## src/rtl/mem_port_arbiter.sv

```systemverilog
`timescale 1ns/1ps
// mem_port_arbiter
// Shares one single-port data BRAM between the exec-stage load/store path
// (port A) and the UART loader (port B). Each port issues a one-cycle request
// pulse and receives a one-cycle done pulse; one transaction per port may be
// outstanding. Requests are latched into a per-port slot, granted round-robin
// on ties, and sequenced as one-cycle writes or fixed-latency reads.
//
// Ports:
//   clk, rstn                      clock, synchronous active-low reset
//   x_req/x_we/x_addr/x_wdata      request pulse + payload (x_we=0000 is a read)
//   x_done/x_rdata                 completion pulse, read data valid with done
//   mem_addr/mem_wdata/mem_wea     BRAM address, write data, byte enables
//   mem_enable                     BRAM enable, tied high
//   mem_rdata                      BRAM read data, READ_LAT cycles after address
//   busy                           request pending or transaction in flight
//   proto_err                      sticky: request while same port pending/active
module mem_port_arbiter #(
    parameter int unsigned READ_LAT = 2,
    parameter int unsigned AW       = 19
) (
    input  logic          clk,
    input  logic          rstn,
    input  logic          a_req,
    input  logic [3:0]    a_we,
    input  logic [AW-1:0] a_addr,
    input  logic [31:0]   a_wdata,
    output logic          a_done,
    output logic [31:0]   a_rdata,
    input  logic          b_req,
    input  logic [3:0]    b_we,
    input  logic [AW-1:0] b_addr,
    input  logic [31:0]   b_wdata,
    output logic          b_done,
    output logic [31:0]   b_rdata,
    output logic [AW-1:0] mem_addr,
    output logic [31:0]   mem_wdata,
    output logic [3:0]    mem_wea,
    output logic          mem_enable,
    input  logic [31:0]   mem_rdata,
    output logic          busy,
    output logic          proto_err
);

    localparam int unsigned CW = 3;

    typedef enum logic [1:0] {
        IDLE      = 2'd0,
        WRITE     = 2'd1,
        READ_WAIT = 2'd2
    } state_t;

    typedef struct packed {
        logic [3:0]    we;
        logic [AW-1:0] addr;
        logic [31:0]   wdata;
    } slot_t;

    state_t        state, state_n;
    slot_t         slot_a, slot_a_n, slot_b, slot_b_n, issue;
    logic          pend_a, pend_a_n, pend_b, pend_b_n;
    logic          cur_b, cur_b_n;
    logic          last_b, last_b_n;
    logic [CW-1:0] cnt, cnt_n;
    logic [AW-1:0] mem_addr_n;
    logic [31:0]   mem_wdata_n;
    logic [3:0]    mem_wea_n;
    logic          a_done_n, b_done_n;
    logic [31:0]   a_rdata_n, b_rdata_n;
    logic          busy_n, proto_err_n;
    logic          active_a, active_b, err_a, err_b, can_issue, pick_b;

    assign mem_enable = 1'b1;

    // Next-state: request latch, completion, and grant in one pass so a
    // request can be granted on the same edge that latches it.
    always_comb begin
        state_n     = state;
        slot_a_n    = slot_a;
        slot_b_n    = slot_b;
        pend_a_n    = pend_a;
        pend_b_n    = pend_b;
        cur_b_n     = cur_b;
        last_b_n    = last_b;
        cnt_n       = cnt;
        mem_addr_n  = mem_addr;
        mem_wdata_n = mem_wdata;
        mem_wea_n   = 4'b0000;
        a_done_n    = 1'b0;
        b_done_n    = 1'b0;
        a_rdata_n   = a_rdata;
        b_rdata_n   = b_rdata;
        issue       = '0;
        can_issue   = 1'b0;

        active_a = (state != IDLE) && !cur_b;
        active_b = (state != IDLE) && cur_b;
        err_a    = a_req && (pend_a || active_a);
        err_b    = b_req && (pend_b || active_b);

        if (a_req && !err_a) begin
            slot_a_n = {a_we, a_addr, a_wdata};
            pend_a_n = 1'b1;
        end
        if (b_req && !err_b) begin
            slot_b_n = {b_we, b_addr, b_wdata};
            pend_b_n = 1'b1;
        end
        proto_err_n = proto_err | err_a | err_b;

        // Completion edges double as issue edges for back-to-back service.
        unique case (state)
            IDLE: can_issue = 1'b1;
            WRITE: begin
                state_n   = IDLE;
                can_issue = 1'b1;
                if (cur_b) b_done_n = 1'b1;
                else       a_done_n = 1'b1;
            end
            READ_WAIT: begin
                if (cnt == '0) begin
                    state_n   = IDLE;
                    can_issue = 1'b1;
                    if (cur_b) begin
                        b_done_n  = 1'b1;
                        b_rdata_n = mem_rdata;
                    end else begin
                        a_done_n  = 1'b1;
                        a_rdata_n = mem_rdata;
                    end
                end else begin
                    cnt_n = cnt - CW'(1);
                end
            end
            default: state_n = IDLE;
        endcase

        // On a tie the port that did not win the previous tie goes first.
        pick_b = pend_b_n && (!pend_a_n || !last_b);
        if (can_issue && (pend_a_n || pend_b_n)) begin
            if (pend_a_n && pend_b_n) last_b_n = pick_b;
            issue = pick_b ? slot_b_n : slot_a_n;
            if (pick_b) pend_b_n = 1'b0;
            else        pend_a_n = 1'b0;
            cur_b_n     = pick_b;
            mem_addr_n  = issue.addr;
            mem_wdata_n = issue.wdata;
            mem_wea_n   = issue.we;
            state_n     = (issue.we != 4'b0000) ? WRITE : READ_WAIT;
            cnt_n       = CW'(READ_LAT);
        end

        busy_n = pend_a_n | pend_b_n | (state_n != IDLE);
    end

    // State and output registers.
    always_ff @(posedge clk) begin
        if (!rstn) begin
            state     <= IDLE;
            slot_a    <= '0;
            slot_b    <= '0;
            pend_a    <= 1'b0;
            pend_b    <= 1'b0;
            cur_b     <= 1'b0;
            last_b    <= 1'b1;
            cnt       <= '0;
            mem_addr  <= '0;
            mem_wdata <= '0;
            mem_wea   <= 4'b0000;
            a_done    <= 1'b0;
            b_done    <= 1'b0;
            a_rdata   <= '0;
            b_rdata   <= '0;
            busy      <= 1'b0;
            proto_err <= 1'b0;
        end else begin
            state     <= state_n;
            slot_a    <= slot_a_n;
            slot_b    <= slot_b_n;
            pend_a    <= pend_a_n;
            pend_b    <= pend_b_n;
            cur_b     <= cur_b_n;
            last_b    <= last_b_n;
            cnt       <= cnt_n;
            mem_addr  <= mem_addr_n;
            mem_wdata <= mem_wdata_n;
            mem_wea   <= mem_wea_n;
            a_done    <= a_done_n;
            b_done    <= b_done_n;
            a_rdata   <= a_rdata_n;
            b_rdata   <= b_rdata_n;
            busy      <= busy_n;
            proto_err <= proto_err_n;
        end
    end

endmodule

```

## config.mk

```make
export PLATFORM = sky130hd
export DESIGN_NAME = mem_port_arbiter
export DESIGN_NICKNAME = d
export VERILOG_FILES = /design/src/rtl/mem_port_arbiter.sv
export SDC_FILE = /design/constraint.sdc
export NUM_CORES = 1
export LEC_CHECK = 0
export BUFFER_PORTS_ARGS = -buffer_cell sky130_fd_sc_hd__buf_4
export CAP_MARGIN = 25
export CORE_MARGIN = 2
export CORE_UTILIZATION = 30
export CTS_BUF_LIST = sky130_fd_sc_hd__clkbuf_8
export CTS_CLUSTER_DIAMETER = 40
export DETAILED_ROUTE_END_ITERATION = 8
export GPL_TIMING_DRIVEN = 0
export SYNTH_ARGS = -nofsm -noshare
export SYNTH_HDL_FRONTEND = slang
export SYNTH_SLANG_ARGS = --single-unit
```

## constraint.sdc

```tcl
create_clock -name clk -period 6.45 [get_ports clk]
set_input_delay 0.9675 -clock clk [delete_from_list [all_inputs] [get_ports clk]]
set_output_delay 0.9675 -clock clk [all_outputs]
set_load 0.01 [all_outputs]
```

==> results.sh, run 1 <==
export IMPL_yosysMostFrequentCell="dfxtp_1"
export IMPL_cp_arrival_ns=3.07
export IMPL_synthToLayoutAreaGrowth_pct=34.4
export IMPL_antenna_found_initial=8
export IMPL_finClkSkew_ns=0.0248
export IMPL_synth_commonest_cells="242 x dfxtp_1, 188 x nand2_1, 98 x a21boi_0"
export IMPL_synth_main_ff_cell="dfxtp_1"
export IMPL_slew_violations=0
export IMPL_path_class="reg2reg"
export IMPL_fin_setup_tns_ns=0
export IMPL_peakVddDrop_v=0.000168
export IMPL_cp_slowest_stage_delay_ns=0.50
export IMPL_dp_hpwl_mm=24.9
export IMPL_ant_nets=0
export IMPL_drive_above_1_share=0.300
export IMPL_gp_congestion=0.844
export IMPL_synth_top_family_by_area="compound AO/OA/AOI/OAI gates"
export IMPL_crit_fanout=10
export IMPL_ios=270
export IMPL_synth_nets=1246
export IMPL_power_leakage_uw=0.00602
export IMPL_cts_max_level=2
export IMPL_synth_compound_area_frac=0.271
export IMPL_period_minus_slack_ns=2.55
export IMPL_wl_met3_mm=3.42
export IMPL_synth_xor_area_frac=0.000832
export IMPL_drt_pass1_iterations=5
export IMPL_hold_viol_final=0
export IMPL_slowest_stage="clkbuf_1"
export IMPL_clock_sinks=242
export IMPL_clockBufferDepth=3
export IMPL_met2_length_mm=15.6
export IMPL_synth_cells=1096
export IMPL_fmax_ghz=0.392
export IMPL_n_fill_cell=3495
export IMPL_drt_total_wl_mm=34.2
export IMPL_multi_input_area_um2=5180
export IMPL_clk_insertion_delay_late_ns=0.58
export IMPL_setup_worst_path_end_class="flop"
export IMPL_post_cts_buffers=0
export IMPL_cts_tree="done"
export IMPL_required_ns=6.97
export IMPL_muxShareOfSynthArea=0.0590
export IMPL_clockRootBuffer="clkbuf_8"
export IMPL_yosys_warnings=0
export IMPL_cts_buffers=50
export IMPL_synth_area_leaders="dfxtp_1 46%, a21boi_0 7.0%, nand2_1 6.7%, mux2i_1 5.8%, a21boi_2 5.5%"
export IMPL_grt_pass1_wl_mm=51.6
export IMPL_yosysTopAreaCell="dfxtp_1"
export IMPL_grt_total_usage=0.182
export IMPL_core_area_um2=34500
export IMPL_crit_chain="inv_1 -> ha_1 -> o21a_1 -> o21ai_4 -> clkbuf_1 -> a211oi_1 -> a211o_1 -> a21boi_2"
export IMPL_yosysSeqAreaShare=0.460
export IMPL_stdcell_count=1908
export IMPL_cts_hold_buffers=0
export IMPL_ys_seq_elements=242
export IMPL_overflow=0
export IMPL_timing_final_crit_share=0.396
export IMPL_ys_async_sr_fraction=0
export IMPL_hp_class="reg2reg"
export IMPL_drtIter0Drc=372
export IMPL_avgViaCountPerCell=4.84
export IMPL_clkSlewWorstSetupHoldPaths_ns=0.06
export IMPL_setup_viol=0
export IMPL_top_layer_used="met5"
export IMPL_fp_dieW_um=191
export IMPL_placed_cells=1818
export IMPL_postSynthAreaPerCell_um2=9.61
export IMPL_tightestPinTransition_ns=0.707
export IMPL_max_slew_margin=0.529
export IMPL_cts_resized=0
export IMPL_synth_edf_count=0
export IMPL_die_h_um=191
export IMPL_syn_area_um2=10500
export IMPL_power_per_cell_area_nw_per_um2=444
export IMPL_start_util=0.305
export IMPL_synth_top_cell_area_share=0.460
export IMPL_wire_per_inst_um=17.9
export IMPL_maxCapViolations=0
export IMPL_ff_latch_area_um2=4840
export IMPL_port_buffers=267
export IMPL_rsz0062_at_grt="no"
export IMPL_drc_errors=0
export IMPL_yosysUniqueCellTypes=52
export IMPL_fin_nets=1565
export IMPL_dieArea_um2=36600
export IMPL_rows=68
export IMPL_wl_met1_mm=14.3
export IMPL_grt_max_degree=15
export IMPL_dr_total_vias=9231
export IMPL_synthAdderAreaFrac=0.00475
export IMPL_first_global_vias=9228
export IMPL_status="complete, no violations"
export IMPL_cp_start_kind="flop"
export IMPL_yosys_area_share_simple=0.157
==> registers in the layout (all words and copies together) (netlist names), 2 cells and up <==
signal / cells
a_rdata: 32
b_rdata: 32
cnt: 3
mem_addr: 19
mem_wdata: 32
mem_wea: 4
slot_a: 55
slot_b: 55
state: 2
==> critical path, delay by kind of cell, from the launching register on <==
family	cells	cell delay (ns)
AO/OA/AOI/OAI	5	1.23
adder cells (fa/ha/maj)	1	0.25
buffers and inverters	2	0.59
flip-flops	1	0.41
==> final timing paths <==
check | startpoint | to | slack [ns] | cells past startpoint
hold reg to reg | mem_addr[13]$_SDFFE_PN0P_ | mem_addr[13]$_SDFFE_PN0P_ | 0.46 | 2
setup / recovery | state[1]$_SDFF_PN0_ | mem_addr[4]$_SDFFE_PN0P_ | 3.90 | 8
setup reg to reg | state[1]$_SDFF_PN0_ | mem_addr[4]$_SDFFE_PN0P_ | 3.90 | 8
hold / removal | mem_addr[13]$_SDFFE_PN0P_ | mem_addr[13]$_SDFFE_PN0P_ | 0.46 | 2
==> kinds of logic after synthesis <==
family	after synthesis
compound gates	342
simple gates	340
flops	242
buf+inv	104
other cells	1
mux	62
fa+ha+maj	4
xor+xnor	1
==> per-layer routing <==
metal,up-vias,global-route usage
met5,-,0
met4,12,0.0562
met3,71,0.0698
met2,323,0.299
met1,4317,0.218
li1,4508,-
==> power breakdown <==
part | internal, uW | leakage (uW) | switching [uW]
Sequential | 1780 | 0.00198 | 131
Combinational | 1140 | 0.00345 | 1560
Clock | 965 | 0.000592 | 708
Total | 3890 | 0.00602 | 2400
==> layout make-up <==
type / instances / share of cell area
clock inverter: 29 / 0.0159
multi-input combinational: 750 / 0.366
sequential: 242 / 0.342
clock buffer: 60 / 0.0583
tap: 455 / 0.0402
antenna: 1 / 0.000177
buffer: 98 / 0.0339
inverter: 6 / 0.00159
timing repair buffer: 267 / 0.142
==> through the flow <==
| stage | hold slack (ns) | util | area, um2 | setup WS, ns | total power, uW |
|---|---|---|---|---|---|
| after global routing | 0.476 | 0.410 | 14200 | 3.76 | 6680 |
| after floorplan | 0.477 | - | 10500 | 4.26 | 3760 |
| after global placement | 0.448 | 0.379 | 13100 | 3.45 | 4620 |
| after detailed placement | 0.452 | 0.379 | 13100 | 3.43 | 4650 |
| final | 0.457 | 0.410 | 14200 | 3.90 | 6280 |
| after CTS | 0.459 | 0.410 | 14200 | 3.93 | 6360 |
==> placed cells by master, fill, tap and decap left out, types with 2 or more instances in the layout <==
| master | count |
|---|---|
| nand2_1 | 188 |
| nor2_1 | 13 |
| clkinv_2 | 5 |
| dfxtp_1 | 242 |
| a21boi_1 | 10 |
| a21o_1 | 2 |
| buf_2 | 18 |
| a211oi_1 | 45 |
| a21oi_1 | 5 |
| buf_4 | 273 |
| buf_6 | 9 |
| bufinv_16 | 3 |
| a221oi_1 | 11 |
| clkbuf_1 | 62 |
| o211ai_1 | 2 |
| nor2b_1 | 60 |
| a21boi_2 | 51 |
| o21a_1 | 53 |
| and3_1 | 51 |
| o21ai_0 | 2 |
| and2_1 | 13 |
| mux2i_1 | 61 |
| buf_1 | 3 |
| nand2b_1 | 3 |
| ha_1 | 4 |
| inv_1 | 22 |
| a21boi_0 | 98 |
| clkbuf_8 | 60 |
| and2_0 | 2 |
| a211o_1 | 51 |
| clkinvlp_4 | 3 |
(Power assumes the default switching activity.)
==> run 2: changes to the inputs <==
--- a/config.mk
+++ b/config.mk
@@ -5,6 +5,7 @@
 export SDC_FILE = /design/constraint.sdc
 export NUM_CORES = 1
 export LEC_CHECK = 0
+export ABC_AREA = 1
 export BUFFER_PORTS_ARGS = -buffer_cell sky130_fd_sc_hd__buf_4
 export CAP_MARGIN = 25
 export CORE_MARGIN = 2
==> constraint.sdc (replaced) <==
create_clock -name clk -period 2.6 [get_ports clk]
set_input_delay 0.39 -clock clk [delete_from_list [all_inputs] [get_ports clk]]
set_output_delay 0.39 -clock clk [all_outputs]
set_load 0.01 [all_outputs]
==> results.sh, run 2 <==
export IMPL_synth_main_ff_cell="dfxtp_1"
export IMPL_yosysUniqueCellTypes=36
export IMPL_hold_viol_final=0
export IMPL_r2r_slack_ns=0.18
export IMPL_wire_per_inst_um=14.9
export IMPL_rr_startpoint="state[0]$_SDFF_PN0_"
export IMPL_path_class="reg2reg"
export IMPL_drc_errors=0
export IMPL_hp_start="mem_rdata[1]"
export IMPL_ant_nets=0
export IMPL_antenna_found_initial=1
export IMPL_syn_area_um2=9540
export IMPL_reg2regPathDepth=10
export IMPL_synth_top_cell_area_share=0.508
export IMPL_reg_largest_list="slot_a (55), slot_b (55)"
export IMPL_status="complete, no violations"
export IMPL_dr_total_vias=8783
export IMPL_ys_async_sr_fraction=0
export IMPL_gp_congestion=0.810
export IMPL_port_buffers=267
export IMPL_synth_nets=1361
export IMPL_finClkSkew_ns=0.0298
export IMPL_synth_area_leaders="dfxtp_1 51%, nand2_1 8.5%, nor2_1 6.6%, inv_1 5.7%, a21oi_1 5.4%"
export IMPL_max_slew_margin=0.530
export IMPL_drtIter0Drc=414
export IMPL_clk_insertion_delay_late_ns=0.57
export IMPL_peakVddDrop_v=0.000484
export IMPL_clockBufferDepth=3
export IMPL_first_global_vias=8741
export IMPL_rows=65
export IMPL_final_common_cell="buf_4"
export IMPL_cts_tree="done"
export IMPL_clock_sinks=242
export IMPL_fmax_ghz=0.413
export IMPL_stdcell_count=1967
export IMPL_drive_above_1_share=0.259
export IMPL_cp_top_family="simple AND/OR/NAND/NOR gates"
export IMPL_crit_path_frequent_cell="nand2_4"
export IMPL_hp_class="in2reg"
export IMPL_drt_pass1_iterations=4
export IMPL_slew_violations=0
export IMPL_crit_chain="inv_1 -> ha_1 -> nor2_2 -> o21ai_4 -> nand2_4 -> nand2_4 -> nor2_1 -> buf_2 -> o21ai_0 -> nand2_1"
export IMPL_antenna_cells=0
export IMPL_avgViaCountPerCell=4.47
export IMPL_grt_max_degree=13
export IMPL_yosysMostFrequentCell="dfxtp_1"
export IMPL_clkSlewWorstSetupHoldPaths_ns=0.06
export IMPL_place_area_um2=12000
export IMPL_die_h_um=182
export IMPL_power_leakage_uw=0.00640
export IMPL_synth_commonest_cells="242 x dfxtp_1, 217 x nand2_1, 167 x nor2_1"
export IMPL_synthToLayoutAreaGrowth_pct=37.3
export IMPL_postSynthAreaPerCell_um2=7.88
export IMPL_clockRootBuffer="clkbuf_8"
export IMPL_yosysSeqAreaShare=0.508
export IMPL_cts_max_level=2
export IMPL_slowest_stage="nor2_1"
export IMPL_ys_seq_elements=242
export IMPL_r2r_end="mem_addr[18]$_SDFFE_PN0P_"
export IMPL_power_per_cell_area_nw_per_um2=1150
export IMPL_cts_buffers=47
export IMPL_cts_hold_buffers=0
export IMPL_crit_fanout=10
export IMPL_core_area_um2=31400
export IMPL_cp_arrival_ns=2.92
export IMPL_path_buf_inv=2
export IMPL_setup_worst_path_end_class="flop"
export IMPL_grt_total_usage=0.172
export IMPL_synth_cells=1211
export IMPL_cts_resized=0
export IMPL_hold_depth=3
export IMPL_overflow=0
export IMPL_yosys_warnings=0
export IMPL_period_minus_slack_ns=2.42
export IMPL_cp_start_kind="flop"
export IMPL_fin_nets=1677
export IMPL_synth_edf_count=0
export IMPL_maxCapViolations=0
export IMPL_fin_setup_tns_ns=0
export IMPL_start_util=0.304
export IMPL_post_cts_buffers=0
export IMPL_cp_slowest_stage_delay_ns=0.55
export IMPL_timing_final_crit_share=0.931
export IMPL_yosysTopAreaCell="dfxtp_1"
export IMPL_tightestPinTransition_ns=0.702
export IMPL_ios=270
export IMPL_final_cell_area_um2=13100
export IMPL_grt_pass1_wl_mm=45.6
export IMPL_required_ns=3.10
export IMPL_placed_cells=1880
export IMPL_rsz0062_at_grt="no"
export IMPL_min_to="a_rdata[1]$_SDFFE_PN0P_"
export IMPL_dieArea_um2=33200
export IMPL_dp_hpwl_mm=21.5
export IMPL_setup_viol=0
export IMPL_fp_dieW_um=182
export IMPL_drt_total_wl_mm=29.3
export IMPL_final_cell_mix="271 x buf_4, 242 x dfxtp_1, 217 x nand2_1, 167 x nor2_1, 158 x inv_1"
[run 2: changes by cell type in the layout (fill, tap and decap cells not counted), moves of 40 or more]
cell / previous run / this run
a211o_1: 51 / 0
a21oi_1: 5 / 103
a21boi_2: 51 / 0
and3_1: 51 / 0
o21ai_1: 0 / 40
nor2_1: 13 / 167
inv_1: 22 / 158
a21boi_0: 98 / 0
nor2b_1: 60 / 0
o21ai_0: 2 / 78
a211oi_1: 45 / 2
[run 2: cell type report]
type                       instances  area, um2
sequential                       242       4840
multi-input combinational        745       3720
buffer                            72        397
clock inverter                    29        253
clock buffer                      58        798
timing repair buffer             267       2000
tap                              402        503
fill                            3208      18300
inverter                         152        573
[run 2: routing by layer]
metal	GRT usage	share of wire	vias up
met1	0.210	0.44	3956
met4	0.0571	0.027	2
met3	0.0571	0.085	63
li1	-	-	4483
met2	0.286	0.45	279
met5	0	0.00034	-
[run 2: cell families (layout without fill, tap and decap cells)]
family,after synthesis,after routing,share of synthesized area
compound gates,288,288,0.171
mux,41,41,0.0430
fa+ha+maj,4,4,0.00525
buf+inv,224,578,0.102
flops,242,242,0.508
simple gates,411,411,0.171
other cells,1,1,0.000393
[run 2: stage by stage]
stage / util / hold WS, ns / setup slack, ns / power (uW)
6_report: 0.417 / 0.0634 / 0.179 / 15100
5_1_grt: 0.417 / 0.0377 / 0.00422 / 16200
4_1_cts: 0.417 / 0.0191 / 0.168 / 15300
3_5_place_dp: 0.384 / 0.437 / 0.193 / 11000
3_3_place_gp: 0.384 / 0.432 / 0.201 / 11000
2_1_floorplan: - / 0.446 / 0.828 / 8990
[run 2: report_power, final]
group	switching (uW)	internal (uW)	total, uW	leakage [uW]
Clock	1730	2440	4160	0.000579
Combinational	3550	2420	5970	0.00384
Sequential	370	4600	4970	0.00199
Total	5650	9460	15100	0.00640
[run 2: worst max path at each step]
stage                                       to  depth (start not counted)           startpoint
finish               mem_addr[18]$_SDFFE_PN0P_                         10  state[0]$_SDFF_PN0_
floorplan             mem_addr[0]$_SDFFE_PN0P_                         11  state[0]$_SDFF_PN0_
CTS                 mem_wdata[18]$_SDFFE_PN0P_                         10  state[0]$_SDFF_PN0_
global placement      mem_addr[5]$_SDFFE_PN0P_                         10  state[0]$_SDFF_PN0_
global route        mem_wdata[13]$_SDFFE_PN0P_                         10  state[0]$_SDFF_PN0_
detailed placement   mem_wdata[3]$_SDFFE_PN0P_                         10  state[0]$_SDFF_PN0_
[run 2: worst reg2reg max path, delay by kind of cell (launching register included)]
| family | cells | cell delay (ns) |
|---|---|---|
| compound gates | 2 | 0.24 |
| fa+ha+maj | 1 | 0.28 |
| buf+inv | 2 | 0.45 |
| flops | 1 | 0.36 |
| simple gates | 5 | 1.04 |
